`config.mk`:
```
export PLATFORM = sky130hd
export DESIGN_NAME = program_loader
export DESIGN_NICKNAME = d
export VERILOG_FILES = /design/src/rtl/program_loader.sv
export SDC_FILE = /design/constraint.sdc
export NUM_CORES = 1
export LEC_CHECK = 0
export ABC_CLOCK_PERIOD_IN_PS = 2700
export CORE_UTILIZATION = 40
export CTS_BUF_LIST = sky130_fd_sc_hd__clkbuf_4
export CTS_CLUSTER_SIZE = 20
export DETAILED_ROUTE_END_ITERATION = 16
export PLACE_DENSITY = 0.68
export SLEW_MARGIN = 20
export SYNTH_ARGS = -nofsm -noshare
export SYNTH_HDL_FRONTEND = slang
export SYNTH_SLANG_ARGS = --single-unit
```
`constraint.sdc`:
```
create_clock -name clock -period 2.7 [get_ports clock]
set_clock_uncertainty 0.15 [all_clocks]
set_input_delay 0.54 -clock clock [delete_from_list [all_inputs] [get_ports clock]]
set_output_delay 0.54 -clock clock [all_outputs]
set_load 0.01 [all_outputs]
```
`src/rtl/program_loader.sv`:
```
//============================================================================
// Module      : program_loader
// Description : Boot-time loader for SINGLE_CORE. Takes a valid/ready stream
//               of 32-bit instruction words and writes them to instruction
//               memory from a base address. It then releases the core at that
//               start PC and counts run cycles until the core signals end.
//               Optional run-cycle watchdog: define PROGRAM_LOADER_WDOG_EN.
// Revision    : 1.0 - initial release
//============================================================================
`default_nettype none

module program_loader #(
    parameter int MAX_INS  = 64,
    parameter int WDOG_MAX = 4096,
    localparam int CW      = $clog2(MAX_INS + 1)
) (
    input  logic          clock,
    input  logic          reset_n,
    input  logic [31:0]   initial_pc_in,
    input  logic          load_start_in,
    input  logic          ins_valid_in,
    input  logic [31:0]   ins_data_in,
    input  logic          ins_last_in,
    output logic          ins_ready_out,
    output logic          mem_write_en_out,
    output logic [31:0]   mem_addr_out,
    output logic [31:0]   mem_data_out,
    output logic          core_run_out,
    output logic [31:0]   initial_pc_out,
    input  logic          end_signal_in,
    output logic [CW-1:0] ins_count_out,
    output logic [31:0]   cycle_count_out,
    output logic          done_out,
    output logic          error_out
);

`ifdef PROGRAM_LOADER_WDOG_EN
    localparam logic c_WDOG_EN = 1'b1;
`else
    localparam logic c_WDOG_EN = 1'b0;
`endif

    typedef enum logic [2:0] {
        S_IDLE    = 3'd0,
        S_LOAD    = 3'd1,
        S_RELEASE = 3'd2,
        S_RUN     = 3'd3,
        S_DONE    = 3'd4,
        S_ERROR   = 3'd5
    } state_t;

    state_t        r_state;
    state_t        w_next;

    logic          r_ready;
    logic          r_wr_en;
    logic [31:0]   r_addr;
    logic [31:0]   r_data;
    logic          r_run;
    logic [31:0]   r_pc_out;
    logic [31:0]   r_base;
    logic [CW-1:0] r_ins_count;
    logic [31:0]   r_cycle_count;
    logic          r_done;
    logic          r_error;
    logic          r_seen_low;

    logic          w_xfer;
    logic          w_at_limit;
    logic          w_end;
    logic          w_wdog;

    // A word is taken only while loading and advertising ready.
    assign w_xfer     = (r_state == S_LOAD) && ins_valid_in && r_ready;
    // The word taken at this count is the last one that fits.
    assign w_at_limit = (r_ins_count == CW'(MAX_INS - 1));
    // End counts only after end_signal_in has been seen low during this run,
    // so a level left high from a previous program is not mistaken for end.
    assign w_end      = r_seen_low && end_signal_in;
    // Fires on the cycle whose increment brings the run count to WDOG_MAX.
    assign w_wdog     = c_WDOG_EN && (r_cycle_count == 32'(WDOG_MAX - 1));

    // State register.
    always_ff @(posedge clock or negedge reset_n) begin
        if (!reset_n) begin
            r_state <= S_IDLE;
        end else begin
            r_state <= w_next;
        end
    end

    // Next-state decode. On the same cycle, end takes priority over the watchdog.
    always_comb begin
        w_next = r_state;
        case (r_state)
            S_IDLE, S_DONE, S_ERROR: begin
                if (load_start_in) begin
                    w_next = S_LOAD;
                end
            end
            S_LOAD: begin
                if (w_xfer) begin
                    if (ins_last_in) begin
                        w_next = S_RELEASE;
                    end else if (w_at_limit) begin
                        w_next = S_ERROR;
                    end
                end
            end
            S_RELEASE: w_next = S_RUN;
            S_RUN: begin
                if (w_end) begin
                    w_next = S_DONE;
                end else if (w_wdog) begin
                    w_next = S_ERROR;
                end
            end
            default: w_next = S_IDLE;
        endcase
    end

    // Registered datapath and outputs: memory write port, core release, counters, status.
    always_ff @(posedge clock or negedge reset_n) begin
        if (!reset_n) begin
            r_ready       <= 1'b0;
            r_wr_en       <= 1'b0;
            r_addr        <= '0;
            r_data        <= '0;
            r_run         <= 1'b0;
            r_pc_out      <= '0;
            r_base        <= '0;
            r_ins_count   <= '0;
            r_cycle_count <= '0;
            r_done        <= 1'b0;
            r_error       <= 1'b0;
            r_seen_low    <= 1'b0;
        end else begin
            r_ready <= (w_next == S_LOAD);
            r_wr_en <= w_xfer;
            if (w_xfer) begin
                r_addr      <= r_base + 32'(r_ins_count);
                r_data      <= ins_data_in;
                r_ins_count <= r_ins_count + CW'(1);
            end
            case (r_state)
                S_IDLE, S_DONE, S_ERROR: begin
                    if (load_start_in) begin
                        r_base        <= initial_pc_in;
                        r_ins_count   <= '0;
                        r_cycle_count <= '0;
                        r_done        <= 1'b0;
                        r_error       <= 1'b0;
                    end
                end
                S_LOAD: begin
                    if (w_xfer && !ins_last_in && w_at_limit) begin
                        r_error <= 1'b1;
                    end
                end
                // One spare cycle here lets the final memory write land before the core fetches.
                S_RELEASE: begin
                    r_pc_out   <= r_base;
                    r_run      <= 1'b1;
                    r_seen_low <= 1'b0;
                end
                S_RUN: begin
                    if (r_cycle_count != '1) begin
                        r_cycle_count <= r_cycle_count + 32'd1;
                    end
                    r_seen_low <= r_seen_low | ~end_signal_in;
                    if (w_end) begin
                        r_run  <= 1'b0;
                        r_done <= 1'b1;
                    end else if (w_wdog) begin
                        r_run   <= 1'b0;
                        r_error <= 1'b1;
                    end
                end
                default: ;
            endcase
        end
    end

    assign ins_ready_out    = r_ready;
    assign mem_write_en_out = r_wr_en;
    assign mem_addr_out     = r_addr;
    assign mem_data_out     = r_data;
    assign core_run_out     = r_run;
    assign initial_pc_out   = r_pc_out;
    assign ins_count_out    = r_ins_count;
    assign cycle_count_out  = r_cycle_count;
    assign done_out         = r_done;
    assign error_out        = r_error;

endmodule

`default_nettype wire

```
==> summary.md <==
| Metric | Value |
|---|---|
| Kind of critical path | register to register |
| Worst Setup End Kind | register |
| Pre-CTS setup slack | ~0.24 ns |
| Post-synth top area share | 55.5% |
| Routed Antenna Nets | 0 |
| Longest Clk Path Bufs | 2 |
| Reg2reg start | ins_count_out[5]$_DFF_PN0_ |
| Crit start category | register |
| Nets@finish | 1111 |
| PD cells | about 910 nW/um^2 |
| Synth Area in Compound Gates | 9.48% |
| Area contributors post-synth | dfrtp_1, nand2_1, mux2_2, o21ai_0, xor2_1 |
| GRT Overall Usage | between 20% and 30% |
| Initial Util | around 41% |
| Sw Share | a little under two fifths |
| Setup TNS | 0 ns |
| Post-CTS Repair Setup Buffers | 0 |
| Count leader, synth | nand2_1 |
| Post-DP HPWL | 14.8 mm |
| # port buffers | between 200 and 250 |
| RePlAce Congestion | between 0.7 and 0.8 |
| R2r setup slk | around 0.24 ns |
| CP max FO | 7 |
| DIE WIDTH | 143 um |
| Count of cell types in the netlist | 50 |
| Simple-gate area share of the yosys netlist | ~22% |
| Maximum number of pins on one net before global-route repair | 86 |
| Vias per cell | 5.10 |
| Combinational power share | 41.9% |
| Clk sinks | around 180 |
| Int Pwr | 6.19 mW |
| Core Rows | slightly above 50 |
| H-tree depth | 4 |
| Post-synthesis sequential element count | roughly 180 |
| Post-synth top area cell | dfrtp_1 |
| Hold Crit Depth | 3 |
| Die Y-Extent | approximately 140 um |
| Synth Area in Adders | 1.67% |
| FF-to-FF path depth | 7 |
| Share of post-route cells with drive strength above 1 | a little under a tenth |
| Area of the die | about 20000 um^2 |
| Core area | 19500 um^2 |
| Iter 0 DRT Violations | 339 |
| Worst-Skew Late Latency | 0.57 ns |
| Max-cap viol count | 0 |
| Syn_nets | 896 |
| CTS tree | built |
| Mapped Cells | a little over 800 |
| Area Overhead vs Synth | 35.4% |
| Avg Inst Size Synth | slightly below 10 um^2 |
| Routed len/inst | 15.8 um |
| Hold wc startpoint | initial_pc_in[31] |
| Clock power frac | around 14% |
| Final Worst Setup Slack | 0.238 ns |
| Post-synthesis xor/xnor area fraction | approximately 3.5% |
| Routed WL | about 21 mm |
| Synth cell count leaders | nand2_1, dfrtp_1, o21ai_0 |
| R2r endpoint | mem_addr_out[31]$_DFFE_PN0N_ |
| Largest family of logic cells by synthesized area | simple AND/OR/NAND/NOR gates |
| Grt ovf | 0 |
| Seq/Total Area, Yosys | roughly 56% |
| Final hold violations | 0 |
| Clk root buf | clkbuf_4 |
| Mux contribution to synthesized area | 5.05% |
| Final setup vio count | 0 |
| Final Max Tran Viols | 0 |
| Routed via count | around 6700 |
| Static leakage | between 4 and 5 nW |
| First-pass GRT wire length | about 33 mm |
| Arr. time, crit path | ~2.8 ns |
| RSZ-0062 raised after global routing | no |
| Sequential power share | 44.1% |
| Slew @ Worst Pin | ~0.59 ns |
| Switching power | between 3 and 4 mW |
| Yosys warns | 0 |
| Initial antenna violation count | 1 |
| Tcrit/Tclk final | 91.2% |
| Worst vdd ir | 511 uV |
| Number of enable flip-flop cells after synthesis | 0 |
| FMAX | slightly above 400 MHz |
| Synth Flop Type | dfrtp_1 |
| CP required | approximately 3.0 ns |
| Number of global-route vias before repair | roughly 6400 |
| Reg clk slew, reported paths | around 0.15 ns |
| # IOs | 210 |
| Worst slew margin | 60.5% |
| Remaining DRCs | 0 |
| Worst hold endpoint | r_base[31]$_DFFE_PN0P_ |
| Post-Syn Area | 7930 um^2 |
| Worst min path class | input pin to register |
| Outcome | completed |
| Cts bufs inserted | 17 |
| FFs w/ async S/R, synth | 100% |
| Initial DRT Pass Iterations | 5 |
| Fin crit period | around 2.5 ns |
-- layout by cell type, fill, tap and decap left out, types with 4 or more instances in the layout --
master | synthesis | layout
o31ai_1 | 5 | 5
nand2b_1 | 4 | 4
clkbuf_4 | 0 | 18
buf_4 | 0 | 19
or4_1 | 6 | 6
nand2_1 | 249 | 249
ha_1 | 9 | 9
mux2_2 | 32 | 32
inv_1 | 7 | 7
mux2i_1 | 4 | 4
xor2_1 | 28 | 28
xnor2_1 | 4 | 4
a21oi_1 | 29 | 29
and4_1 | 9 | 9
o2111ai_1 | 7 | 7
nor2_1 | 24 | 22
o21ai_0 | 58 | 57
or3_1 | 26 | 25
nand4_1 | 15 | 15
buf_12 | 0 | 5
o211ai_1 | 6 | 6
dfrtp_1 | 176 | 176
clkdlybuf4s50_1 | 0 | 208
a31oi_1 | 6 | 6
clkinv_4 | 0 | 4
nand3_1 | 23 | 23
and3_1 | 14 | 14
-- cell type report --
type	instances	area [um^2]
Multi-Input combinational cell	594	3370
Tap cell	265	332
Inverter	8	30.0
Clock inverter	14	118
Fill cell	1745	8720
Antenna cell	1	2.50
Clock buffer	18	135
Sequential cell	176	4400
Timing Repair Buffer	234	2350
-- cells by family (layout without fill, tap and decap cells) --
| kind of cell | after synthesis | after routing |
|---|---|---|
| AOI/OAI and AO/OA | 127 | 127 |
| other | 0 | 1 |
| muxes | 36 | 36 |
| and+or+nand+nor | 389 | 389 |
| xor gates and xnor gates | 32 | 32 |
| buffers and inverters | 46 | 274 |
| adders and majority gates | 10 | 10 |
| DFF | 176 | 176 |
-- power groups by stage --
| stage | clock [mW] | combinational, mW | sequential (mW) |
|---|---|---|---|
| floorplan | 0 | 1.71 | 4.54 |
| global placement | 0 | 4.09 | 4.39 |
| detailed placement | 0 | 4.16 | 4.40 |
| CTS | 1.46 | 4.18 | 4.34 |
| global route | 1.55 | 4.54 | 4.47 |
| finish | 1.38 | 4.11 | 4.33 |
-- critical path, cell delays in order, from the launching register on --
cell      delay, ns
dfrtp_1        0.47
ha_1           0.36
o21ai_0        0.15
a211oi_2       0.38
buf_4          0.22
o21ai_2        0.11
or4_1          0.40
a31oi_1        0.16
-- sequential cells by signal, indices dropped and copies added (netlist names) --
signal and cells:
core_run_out 1, cycle_count_out 32, done_out 1, error_out 1, initial_pc_out 32, ins_count_out 7, ins_ready_out 1, mem_addr_out 32
mem_data_out 32, mem_write_en_out 1, r_base 32, r_seen_low 1, r_state 3
-- routing by layer --
metal | GRT usage, % | share of wire [%] | wire [um] | up-vias
li1 | - | - | - | 3263
met1 | 29.0 | 47 | 9640 | 3197
met2 | 32.5 | 45 | 9330 | 189
met3 | 4.49 | 5.4 | 1120 | 31
met4 | 9.00 | 2.8 | 576 | 0
met5 | 0 | 0 | 0 | -
-- stage by stage --
step	total power, mW	cell area (um^2)	utilization [%]	instances	hold WS [ns]
after floorplan	6.26	7930	-	816	0.0944
after global placement	8.47	10500	53.8	1276	0.307
after detailed placement	8.57	10500	53.8	1276	0.312
after CTS	9.98	10700	55.2	1309	0.277
after global routing	10.6	10700	55.2	1310	0.287
final	9.82	10700	55.2	1310	0.331
-- how the worst max path moves through the flow --
stage / end / slack, ns / cells past startpoint / startpoint
after CTS: mem_addr_out[31]$_DFFE_PN0N_ / 0.24 / 7 / ins_count_out[5]$_DFF_PN0_
after detailed placement: ins_ready_out$_DFF_PN0_ / 0.24 / 7 / ins_valid_in
after floorplan: mem_addr_out[30]$_DFFE_PN0N_ / 0.26 / 7 / ins_count_out[0]$_DFF_PN0_
final: mem_addr_out[31]$_DFFE_PN0N_ / 0.24 / 7 / ins_count_out[5]$_DFF_PN0_
after global routing: mem_addr_out[31]$_DFFE_PN0N_ / 0.10 / 7 / ins_count_out[5]$_DFF_PN0_
after global placement: mem_addr_out[17]$_DFFE_PN0N_ / 0.25 / 7 / ins_valid_in
-- what timing repair did --
action | in CTS | in global routing
resized for setup | 0 | 0
hold buffers | 1 | 0
hold endpoints to repair | 67 | 0
(Power assumes the default switching activity.)
